File: config.mk
export PLATFORM = sky130hd
export DESIGN_NAME = instr_encoder
export DESIGN_NICKNAME = d
export VERILOG_FILES = /design/src/rtl/mycpu_isa_pkg.sv /design/src/rtl/instr_pack.sv /design/src/rtl/instr_encoder.sv
export SDC_FILE = /design/constraint.sdc
export NUM_CORES = 1
export LEC_CHECK = 0
export CAP_MARGIN = 40
export CORE_MARGIN = 2
export CORE_UTILIZATION = 48
export CTS_CLUSTER_SIZE = 8
export DETAILED_ROUTE_END_ITERATION = 7
export HOLD_SLACK_MARGIN = 0.1
export PLACE_DENSITY = 0.86
export SYNTH_ARGS = -nofsm -noshare
export SYNTH_HDL_FRONTEND = slang
export SYNTH_HIERARCHICAL = 1
export SYNTH_SLANG_ARGS = --single-unit
File: constraint.sdc
create_clock -name clk -period 3.9 [get_ports clk]
set_input_delay 0.78 -clock clk [delete_from_list [all_inputs] [get_ports clk]]
set_output_delay 0.78 -clock clk [all_outputs]
set_load 0.1 [all_outputs]
File: src/rtl/mycpu_isa_pkg.sv
// ISA constants and field bundle shared by the instruction encoder and the CPU decoder.
package mycpu_isa_pkg;
  localparam logic [1:0] OP_DP  = 2'b00;
  localparam logic [1:0] OP_MEM = 2'b01;
  localparam logic [1:0] OP_B   = 2'b10;

  localparam logic [3:0] CMD_AND = 4'b0000;
  localparam logic [3:0] CMD_SUB = 4'b0010;
  localparam logic [3:0] CMD_ADD = 4'b0100;
  localparam logic [3:0] CMD_CMP = 4'b1010;
  localparam logic [3:0] CMD_ORR = 4'b1100;
  localparam logic [3:0] CMD_LSL = 4'b1101;

  localparam logic [5:0] FUNCT_LDR  = 6'b011001;
  localparam logic [5:0] FUNCT_STR  = 6'b011000;
  localparam logic [1:0] FUNCT_B_HI = 2'b10;

  typedef enum logic [2:0] {
    CLS_DP_REG = 3'd0,
    CLS_DP_IMM = 3'd1,
    CLS_LDR    = 3'd2,
    CLS_STR    = 3'd3,
    CLS_B      = 3'd4
  } instr_class_e;

  // cls stays raw so out-of-range classes reach the legality check.
  typedef struct packed {
    logic [2:0]  cls;
    logic [3:0]  cmd;
    logic        s;
    logic [3:0]  cond;
    logic [3:0]  rd;
    logic [3:0]  rn;
    logic [3:0]  rm;
    logic [11:0] imm;
    logic [4:0]  shamt;
    logic [23:0] offset;
  } instr_fields_t;
endpackage

File: src/rtl/instr_pack.sv
// Combinational field-to-word packer with legality check; illegal words pack to zero.
module instr_pack
  import mycpu_isa_pkg::*;
(
  input  instr_fields_t f,
  output logic [31:0]   word,
  output logic          legal
);
  logic        cmd_ok, is_cmp, is_lsl, imm_i, s_bit;
  logic [3:0]  rd_f, rn_f;
  logic [11:0] src2;

  always_comb begin
    cmd_ok = f.cmd inside {CMD_ADD, CMD_SUB, CMD_AND, CMD_ORR, CMD_CMP, CMD_LSL};
    is_cmp = (f.cmd == CMD_CMP);
    is_lsl = (f.cmd == CMD_LSL);
    // LSL is always a register form, even if sent as DP-imm.
    imm_i  = (f.cls == CLS_DP_IMM) && !is_lsl;
    s_bit  = f.s | is_cmp;
    rd_f   = is_cmp ? 4'd0 : f.rd;
    rn_f   = is_lsl ? 4'd0 : f.rn;
    if (is_lsl)     src2 = {f.shamt, 2'b00, 1'b0, f.rm};
    else if (imm_i) src2 = f.imm;
    else            src2 = {8'b0, f.rm};

    word  = 32'h0;
    legal = 1'b1;
    case (f.cls)
      CLS_DP_REG, CLS_DP_IMM: begin
        word  = {f.cond, OP_DP, imm_i, f.cmd, s_bit, rn_f, rd_f, src2};
        legal = cmd_ok && !(imm_i && (f.imm > 12'd255));
      end
      CLS_LDR: word = {f.cond, OP_MEM, FUNCT_LDR, f.rn, f.rd, f.imm};
      CLS_STR: word = {f.cond, OP_MEM, FUNCT_STR, f.rn, f.rd, f.imm};
      CLS_B:   word = {f.cond, OP_B, FUNCT_B_HI, f.offset};
      default: legal = 1'b0;
    endcase
    if (!legal) word = 32'h0;
  end
endmodule

File: src/rtl/instr_encoder.sv
// Program loader: packs field-level instructions and streams them into imem from a base address.
module instr_encoder
  import mycpu_isa_pkg::*;
#(
  parameter int ADDR_W = 8
) (
  input  logic              clk,
  input  logic              rst_n,
  input  logic              start,
  input  logic [ADDR_W-1:0] base_addr,
  input  logic [ADDR_W:0]   count,
  input  logic              in_valid,
  output logic              in_ready,
  input  logic [2:0]        in_class,
  input  logic [3:0]        in_cmd,
  input  logic              in_s,
  input  logic [3:0]        in_cond,
  input  logic [3:0]        in_rd,
  input  logic [3:0]        in_rn,
  input  logic [3:0]        in_rm,
  input  logic [11:0]       in_imm,
  input  logic [4:0]        in_shamt,
  input  logic [23:0]       in_offset,
  output logic              imem_we,
  output logic [ADDR_W-1:0] imem_addr,
  output logic [31:0]       imem_wdata,
  output logic              busy,
  output logic              done,
  output logic              error
);
  typedef enum logic [1:0] {S_IDLE, S_LOAD, S_DRAIN, S_DONE} state_e;

  state_e            state;
  logic [ADDR_W-1:0] addr;
  logic [ADDR_W:0]   remaining;
  instr_fields_t     fields;
  logic [31:0]       word;
  logic              legal;
  logic              accept;

  always_comb begin
    fields = '{cls: in_class, cmd: in_cmd, s: in_s, cond: in_cond, rd: in_rd,
               rn: in_rn, rm: in_rm, imm: in_imm, shamt: in_shamt, offset: in_offset};
  end

  instr_pack u_pack (.f(fields), .word(word), .legal(legal));

  assign accept = in_valid && in_ready;

  always_ff @(posedge clk) begin
    if (!rst_n) begin
      state      <= S_IDLE;
      addr       <= '0;
      remaining  <= '0;
      in_ready   <= 1'b0;
      imem_we    <= 1'b0;
      imem_addr  <= '0;
      imem_wdata <= 32'h0;
      busy       <= 1'b0;
      done       <= 1'b0;
      error      <= 1'b0;
    end else begin
      done    <= 1'b0;
      imem_we <= accept;
      if (accept) begin
        imem_addr  <= addr;
        imem_wdata <= word;
        addr       <= addr + 1'b1;
        if (!legal) error <= 1'b1;
      end
      case (state)
        S_IDLE: if (start) begin
          addr      <= base_addr;
          remaining <= count;
          error     <= 1'b0;
          busy      <= 1'b1;
          // An empty job passes through DRAIN so done lands 2 cycles after start.
          if (count == '0) state <= S_DRAIN;
          else begin
            state    <= S_LOAD;
            in_ready <= 1'b1;
          end
        end
        S_LOAD: if (accept) begin
          remaining <= remaining - 1'b1;
          if (remaining == (ADDR_W+1)'(1)) begin
            in_ready <= 1'b0;
            state    <= S_DRAIN;
          end
        end
        S_DRAIN: begin
          state <= S_DONE;
          done  <= 1'b1;
        end
        S_DONE: begin
          state <= S_IDLE;
          busy  <= 1'b0;
        end
        default: state <= S_IDLE;
      endcase
    end
  end
endmodule

### Word level (Yosys, flattened, before mapping)

Cells that the tools add are included.
Widths: inputs -> output; s select.

| word-level totals | value |
|---|---|
| memories | 0 |
| memory bits (read-only) | 0 |
| register bits | 64 |
| logic and storage cells | 80 |
| bits in latches | 0 |
| RAM bits | 0 |
| output and inout port bits | 45 |
| input port bits | 86 |

| cells by class | value |
|---|---|
| bitwise operators | 1 |
| $lt $le $gt $ge | 1 |
| mux-type cells | 30 |
| $add $sub $neg | 2 |
| divide/modulo/power cells | 0 |
| shifts and indexed selects | 0 |
| eq/ne operators | 17 |
| reductions and logical operators | 19 |
| multipliers | 0 |

Operators with widths:

| cell | number |
|---|---|
| $pmux 32 s4 | 1 |
| $mux 32 | 1 |
| $mux 12 | 2 |
| $mux 8 | 3 |
| $mux 9 | 2 |
| $pmux 9 s2 | 1 |
| $eq 4x4->1 const B | 3 |
| $gt 12x8->1 const B | 1 |
| $mux 1 | 10 |
| $eq 9x1->1 const B | 1 |
| $logic_not 9->1 | 1 |
| $sub 9x1->9 const B | 1 |
| $add 8x1->8 const B | 1 |
| $mux 2 | 4 |
| $mux 4 | 2 |
| $ne 2x2->1 const B | 4 |
| $pmux 2 s4 | 1 |
| $eq 3x2->1 const B | 2 |
| $pmux 1 s2 | 3 |
| $reduce_and 3->1 | 2 |
| $reduce_bool 6->1 | 1 |
| $reduce_and 5->1 | 1 |
| $eq 2x2->1 const B | 2 |
| $eq 4x2->1 const B | 1 |
| 14 further kinds | 19 |

### Longest topological paths before layout

Gate-level depths: netlist of the first run.

| logic depth | value |
|---|---|
| word-level depth | 11 |
| depth in mapped cells | 8 |
| depth with buffers taken out | 6 |

### Modules after synthesis

Netlist of the first run, hierarchy kept.

Modules (own cells, without submodules):

| module | cells an instance | sequential area each (µm²) | area an instance (µm²) | instances |
|---|---|---|---|---|
| instr_encoder | 343 | 1,281.2 | 2,732.6 | 1 |
| instr_pack | 126 | 0.0 | 833.3 | 1 |

### Worst setup path after synthesis of the first run

No wires, ideal clock.

| timing | value |
|---|---|
| path kind | input -> register |
| start point | input in_imm[11] |
| end point | register error |
| buffers on the path | 1 |
| required time | 3.783 ns |
| setup time | 0.117 ns |
| path slack | 1.762 ns |
| arrival time | 2.021 ns |
| stages on the path | 7 |
| cells stage by stage | or4_4 -> a31oi_4 -> o21ai_2 -> buf_6 -> inv_2 -> nor2_1 -> o211a_1 |

| between the ends | value |
|---|---|
| word-level cells in the longest chain between the ends | 9 |

RTL lines:

| element | RTL line | text |
|---|---|---|
| start, declared | instr_encoder.sv:21 | `input logic [11:0] in_imm,` |
| $gt 12x8->1 * | instr_pack.sv:31 | `legal = cmd_ok && !(imm_i && (f.imm > 12'd255));` |
| $logic_and 1x1->1 * | instr_pack.sv:31 |  |
| $logic_not 1->1 * | instr_pack.sv:31 |  |
| $logic_and 1x1->1 * | instr_pack.sv:31 |  |
| $pmux 1 s2 * | instr_pack.sv:28 | `case (f.cls)` |
| via legal | instr_encoder.sv:38 | `logic legal;` |
| $mux 1 * | instr_encoder.sv:69 | `if (!legal) error <= 1'b1;` |
| $mux 1 * | instr_encoder.sv:65 | `if (accept) begin` |
| $mux 1 | instr_encoder.sv:72 | `S_IDLE: if (start) begin` |
| $mux 1 * | instr_encoder.sv:71 | `case (state)` |
| end signal, assigned | instr_encoder.sv:61 | `error <= 1'b0;` |
| end signal, assigned | instr_encoder.sv:69 |  |
| end signal, assigned | instr_encoder.sv:75 | `error <= 1'b0;` |
| end, declared | instr_encoder.sv:29 | `output logic error` |

The timed path passes the listed nets; every way through them passes the cells marked *.
A chain may end at the register's enable or synchronous reset.

### Worst setup path in the final report of the first run

| timing | value |
|---|---|
| start point | input in_class[1] |
| end point | register error |

| between the ends | value |
|---|---|
| word-level cells in the longest chain between the ends | 10 |
| elaborated cells on any way between the ends | 16 |
| those cells by class | 4 x eq/ne; 5 x mux; 7 x reduce/logical |

RTL lines:

| element | RTL line | text |
|---|---|---|
| start, declared | instr_encoder.sv:14 | `input logic [2:0] in_class,` |
| $eq 3x1->1 | instr_pack.sv:18, instr_pack.sv:28 |  |
| $logic_and 1x1->1 | instr_pack.sv:18 | `imm_i = (f.cls == CLS_DP_IMM) && !is_lsl;` |
| $logic_and 1x1->1 | instr_pack.sv:31 |  |
| $logic_not 1->1 | instr_pack.sv:31 |  |
| $logic_and 1x1->1 | instr_pack.sv:31 |  |
| $pmux 1 s2 * | instr_pack.sv:28 |  |
| via legal | instr_encoder.sv:38 |  |
| $mux 1 * | instr_encoder.sv:69 |  |
| $mux 1 * | instr_encoder.sv:65 |  |
| $mux 1 | instr_encoder.sv:72 |  |
| $mux 1 * | instr_encoder.sv:71 |  |

Marks and branches as above.

==> results.cfg, run 1 <==
[worst_setup_path]
worstPathRequired_ns = 4.13
endpoint = error$_SDFF_PN0_
cp_cell_sequence = clkdlybuf4s50_1, clkinv_1, a31oi_4, o21ai_4, buf_12, inv_2, nor2_1, o211a_1
crit_type = in -> reg
startpoint = in_class[1]
worstSetupEndpointType = flop
r2r_end = remaining[8]$_SDFFE_PN0P_
r2r_cells = 6
cpMaxStageDelayCell = clkdlybuf4s50_1
start_kind = input pin
worstPathMaxFanout = 21
critPathTopFamily = buffers and inverters
r2r-start = state[1]$_SDFFE_PN0P_
worst-path-stages = 8
path_buf_inv = 4
max_stage_delay_ns = 0.78
rrSetupSlack_ns = 1.72
cp.arrival_ns = 2.84

[synthesis]
yosys.cell_types.count = 65
syn-num-nets = 562
postSynthAreaPerCell_um2 = 7.603
ys_ff_latch = 64
yosysTopAreaCell = dfxtp_1
muxShareOfSynthArea = 0.005965
synth_flop_cell = dfxtp_1
synth_cells = 469
yosys-top-cells-area = dfxtp_1 (36%), nand2_1 (12%), a21oi_1 (7.7%)
yosysWarnings = 6
synth_compound_area_frac = 0.2646
synth_xor_area_frac = 0.01719
synth_fa_ha_area_frac = 0.02456
synth_top_area_frac = 0.3593
seq_area_frac_synth = 0.3593
synth-edff-count = 0
synth_top_family_by_area = simple AND/OR/NAND/NOR gates
synthArstFlopShare = 0
synth-simple-area-share = 0.2712
synth_area_um2 = 3566

[sta]
skew_ns = 0.01155
report.final.slew_viol_count = 0
relSlewSlack = 0.4584
final.setup.tns_ns = 0
layout_setup_ws_ns = 1.296
worst_slew_pin_slew_ns = 0.8115
fmax_mhz = 384.0
hold_viol_final = 0
setup_viol = 0
period_minus_slack_ns = 2.604
finalCritPeriodShare = 0.6678
grt_setup_unrepaired = false

[floorplan]
start_util = 0.4943
chipWidth_um = 90.19
core_area_um2 = 7214
die_y_um = 90.19
dieArea_um2 = 8134
ios = 131
rows = 31

[placed_design]
place_inst = 719
routabilityCongestion = 0.9149
preCtsSetupSlack_ns = 0.9837
io_buffers = 130
hpwl_um = 9197

[cts]
clk_path_buf_depth = 2
clockRootBuffer = clkbuf_8
cts_hold_buf = 0
clk_latency_ns = 0.34
h-tree-depth = 3
cts.sinks = 64
cts.repair.resized = 0
cts_tree = yes
clkTransAtPathRegs_ns = 0.08
post_cts.repair.setup_buffers = 0
cts_buffers = 9

[global_routing]
grtUsageTotal = 0.3068
grt_max_degree = 45
overflow = 0
grt_pass1_vias = 4288
grt_pass1_wl_um = 20600
antenna_found_initial = 0

[run_status]
status = completed

[pwr]
pwr-share-seq = 0.315
p_switching_mw = 1.194
pwr-share-comb = 0.473
powerDensity_nw_per_um2 = 475.9
p_int_mw = 1.597
p_leak_nw = 2.143
p_sw_frac = 0.4278
ir_drop_uv = 535.0
clkPwrFrac = 0.212

[drt]
wl_per_cell_um = 16.97
drc = 0
wirelength_um = 12480
vias = 4176
first_iter_violations = 279
drtPass1Iterations = 5
ant_nets = 0
vias_per_cell = 5.682

[cells_and_area]
post_layout_nonfiller_instances = 735
fin_nets = 724
regArea_um2 = 1281
syn_to_final_growth_pct = 64.42
fill_cells = 438
num_antenna_cells = 0
multi_input_area_um2 = 2088
layout-drive-gt1-share = 0.1730

[flow_run]
cap_violations = 0

[min_path]
hold_path.class = reg -> reg
==> kinds of logic (layout without fill, tap and decap cells) <==
group / count (synthesis) / in the layout
flops: 64 / 64
mux: 2 / 2
xor+xnor: 7 / 7
fa+ha+maj: 7 / 7
buf+inv: 46 / 213
simple gates: 202 / 202
compound gates: 141 / 141
==> through the flow <==
stage / area (µm²) / util / power, mW / hold slack, ns
3_3_place_gp: 4900 / 0.6792 / 2.013 / 0.4421
3_5_place_dp: 5658 / 0.7843 / 2.180 / 0.4479
4_1_cts: 5863 / 0.8127 / 2.773 / 0.4581
6_report: 5863 / 0.8127 / 2.791 / 0.4541
5_1_grt: 5863 / 0.8127 / 2.928 / 0.4795
2_1_floorplan: 3566 / - / 1.740 / 0.4429
==> flip-flops by register name (all words and copies together) (netlist names) <==
register    count
state           2
imem_addr       8
done            1
imem_wdata     32
remaining       9
imem_we         1
busy            1
in_ready        1
addr            8
error           1
==> tightest hold or removal path: cells and delay by family (launching register included) <==
family | cells | cell delay, ns
flip-flops | 1 | 0.31
AND/OR/NAND/NOR | 1 | 0.05
AO/OA/AOI/OAI | 1 | 0.05
==> worst min path at each step <==
stage / from / end / slack, ns / depth (start not counted)
global route: imem_wdata[18]$_SDFFE_PN0P_ / imem_wdata[18]$_SDFFE_PN0P_ / 0.48 / 2
global placement: imem_wdata[18]$_SDFFE_PN0P_ / imem_wdata[18]$_SDFFE_PN0P_ / 0.44 / 2
detailed placement: imem_addr[2]$_SDFFE_PN0P_ / imem_addr[2]$_SDFFE_PN0P_ / 0.45 / 2
CTS: imem_addr[2]$_SDFFE_PN0P_ / imem_addr[2]$_SDFFE_PN0P_ / 0.46 / 2
finish: imem_addr[2]$_SDFFE_PN0P_ / imem_addr[2]$_SDFFE_PN0P_ / 0.45 / 2
floorplan: remaining[7]$_SDFFE_PN0P_ / remaining[7]$_SDFFE_PN0P_ / 0.44 / 2
==> area by class of cell <==
type | instances | share of cell area
timing repair buffer | 183 | 0.3602
multi-input combinational | 359 | 0.3562
sequential | 64 | 0.2185
clock buffer | 10 | 0.02347
tap | 99 | 0.02113
clock inverter | 6 | 0.01152
inverter | 14 | 0.008963
==> cell usage in the layout (no fill, tap or decap), types with 4 or more instances in the layout <==
| cell type | count |
|---|---|
| clkdlybuf4s50_1 | 130 |
| nand2_1 | 110 |
| dfxtp_1 | 64 |
| a21oi_1 | 55 |
| buf_8 | 40 |
| nor2_1 | 22 |
| nand3_1 | 21 |
| a21oi_2 | 17 |
| a22oi_1 | 16 |
| nor2_2 | 12 |
| inv_1 | 11 |
| clkbuf_8 | 10 |
| o21ai_0 | 8 |
| ha_1 | 7 |
| buf_4 | 7 |
| nand2b_1 | 6 |
| a21o_1 | 6 |
| o211ai_1 | 5 |
| nor3_1 | 5 |
| buf_16 | 5 |
| xnor2_1 | 4 |
| a22o_1 | 4 |
==> Yosys cell counts, drive strengths merged (3+ instances only) <==
cell and number:
nor2 35, xor2 3, nor3 6, a21boi 3
a22oi 16, o21ai 12, a31oi 4, a211oi 3
nand2 110, ha 7, a22o 4, clkbuf 20
nand4 3, o22ai 3, dfxtp 64, nand2b 6
nand3 21, xnor2 4, buf 12, a21o 6
o211ai 5, inv 13, a21oi 72
==> per-layer routing <==
layer  global-route usage  wire length, µm
met2               0.5526             6474
met1               0.3692             4911
met4               0.1179              343
met3              0.04191              747
met5                    0                0
==> power groups by stage <==
stage | logic, mW | registers (mW) | clock network [mW]
finish | 1.32 | 0.880 | 0.591
global route | 1.41 | 0.895 | 0.622
CTS | 1.30 | 0.875 | 0.596
detailed placement | 1.29 | 0.889 | 0
global placement | 1.13 | 0.880 | 0
floorplan | 0.643 | 1.10 | 0
Note: power is estimated with default switching activity, not from simulation.
==> inputs of run 2 (changes only) <==
- CORE_UTILIZATION: 48 -> 41
- PLACE_DENSITY: 0.86 -> 0.78
- clock period: 3.9 -> 2.3 ns (I/O delays scaled with it)
==> run 2 against run 1 <==
  * First-iteration DRC count decreased by 52%
  * Register-to-register slack got worse by 1.4 ns
  * Wire length decreased by 12%
  * Largest cell class is now multi-input gates
==> results.cfg, run 2 (synthesis results as in run 1) <==
[sta]
skew_ns = 0.008531
fmax_mhz = 482.2
final.setup.tns_ns = 0
relSlewSlack = 0.5031
report.final.slew_viol_count = 0
grt_setup_unrepaired = false
setup_viol = 0
finalCritPeriodShare = 0.9018
holdWs_ns = 0.4535
worst_slew_pin_slew_ns = 0.7350
hold_viol_final = 0
period_minus_slack_ns = 2.074

[cells_and_area]
layout-drive-gt1-share = 0.2102
fill_cells = 802
regArea_um2 = 1281
reg_top3 = imem_wdata (32), remaining (9)
final_util = 0.6099
syn_to_final_growth_pct = 46.98
multi_input_area_um2 = 2091
layout_commonest_cell = nand2_1
layout_common_cells = nand2_1 (109), clkdlybuf4s50_1 (85), buf_4 (66), dfxtp_1 (64), a21oi_1 (55)
design_area_um2 = 5241
largest_register_ffs = 32
num_antenna_cells = 0
top_register = imem_wdata
fin_nets = 697

[worst_setup_path]
worstSetupEndpointType = flop
start_kind = input pin
crit_type = in -> reg
rrSetupSlack_ns = 0.32
cp.arrival_ns = 2.33
worstPathRequired_ns = 2.56
r2r_end = remaining[5]$_SDFFE_PN0P_
r2r-start = state[0]$_SDFFE_PN0P_
startpoint = in_imm[11]
r2r_cells = 6
worstPathMaxFanout = 6
endpoint = imem_wdata[0]$_SDFFE_PN0P_

[placed_design]
io_buffers = 130
hpwl_um = 8303
dpl_cell_area_um2 = 5006
routabilityCongestion = 0.8853

[global_routing]
grtUsageTotal = 0.2322
overflow = 0
grt_max_degree = 50
grt_pass1_wl_um = 18250
antenna_found_initial = 0
grt_pass1_vias = 3802

[run_status]
status = completed

[cts]
cts.repair.resized = 0
h-tree-depth = 3
cts_buffers = 9
clockRootBuffer = clkbuf_8
clk_path_buf_depth = 2
post_cts.repair.setup_buffers = 0
cts_tree = yes
clkTransAtPathRegs_ns = 0.07
cts_hold_buf = 0
clk_latency_ns = 0.33
cts.sinks = 64

[pwr]
p_leak_nw = 2.011
ir_drop_uv = 421.6
powerDensity_nw_per_um2 = 900.4

[drt]
ant_nets = 0
vias = 3837
vias_per_cell = 5.351
wirelength_um = 10950
wl_per_cell_um = 15.27
first_iter_violations = 133
drc = 0
drtPass1Iterations = 4

[floorplan]
chipWidth_um = 97.26
start_util = 0.4150
dieArea_um2 = 9460
die_y_um = 97.26
rows = 34
ios = 131
core_area_um2 = 8593

[min_path]
hold_path.class = reg -> reg

[flow_run]
cap_violations = 0
## run 2: cell count changes in the layout (fill, tap and decap cells not counted), moves of 2 or more
cell | previous run | this run
bufinv_16 | 1 | 3
buf_4 | 7 | 66
buf_12 | 1 | 5
buf_8 | 40 | 0
clkdlybuf4s50_1 | 130 | 85
buf_16 | 5 | 0
## run 2: layout make-up
class / count / area share
Sequential cell: 64 / 0.2444
Clock buffer: 10 / 0.02435
Timing Repair Buffer: 156 / 0.2760
Multi-Input combinational cell: 359 / 0.3989
Tap cell: 108 / 0.02578
Inverter: 14 / 0.01003
Clock inverter: 6 / 0.02053
## run 2: critical path, stage by stage
cell and delay [ns]:
clkdlybuf4s50_1 0.44, or4_4 0.58, a31oi_4 0.22, o21ai_4 0.13, buf_4 0.20, a21oi_2 0.10
nand2_1 0.07, a21oi_1 0.13
## run 2: how the worst min path moves through the flow
stage                                     start                     endpoint  slack [ns]  cells after the start
finish              imem_wdata[28]$_SDFFE_PN0P_  imem_wdata[28]$_SDFFE_PN0P_        0.45                      2
global route        imem_wdata[29]$_SDFFE_PN0P_  imem_wdata[29]$_SDFFE_PN0P_        0.47                      2
CTS                 imem_wdata[29]$_SDFFE_PN0P_  imem_wdata[29]$_SDFFE_PN0P_        0.46                      2
detailed placement  imem_wdata[29]$_SDFFE_PN0P_  imem_wdata[29]$_SDFFE_PN0P_        0.45                      2
global placement    imem_wdata[26]$_SDFFE_PN0P_  imem_wdata[26]$_SDFFE_PN0P_        0.44                      2
floorplan             remaining[7]$_SDFFE_PN0P_    remaining[7]$_SDFFE_PN0P_        0.44                      2
## run 2: per-layer routing
layer,vias to the layer above,routed length (µm),GRT usage,share of wire
met3,25,501,0.03381,0.046
met2,119,5477,0.4033,0.50
met5,-,0,0,0
li1,1903,-,-,-
met4,0,303,0.09081,0.028
met1,1790,4668,0.2905,0.43
## run 2: power by group
group          total, mW  switching [mW]  internal, mW
Sequential          1.49           0.190          1.30
Clock               1.16           0.443         0.717
Combinational       2.07            1.31         0.765
## run 2: through the flow
step	total power [mW]	worst slack, ns	cells
floorplan	2.951	0.1892	469
global placement	3.517	-0.05066	701
detailed placement	3.562	-0.08365	701
CTS	4.724	0.2409	717
global route	4.981	0.1350	717
finish	4.719	0.2260	717
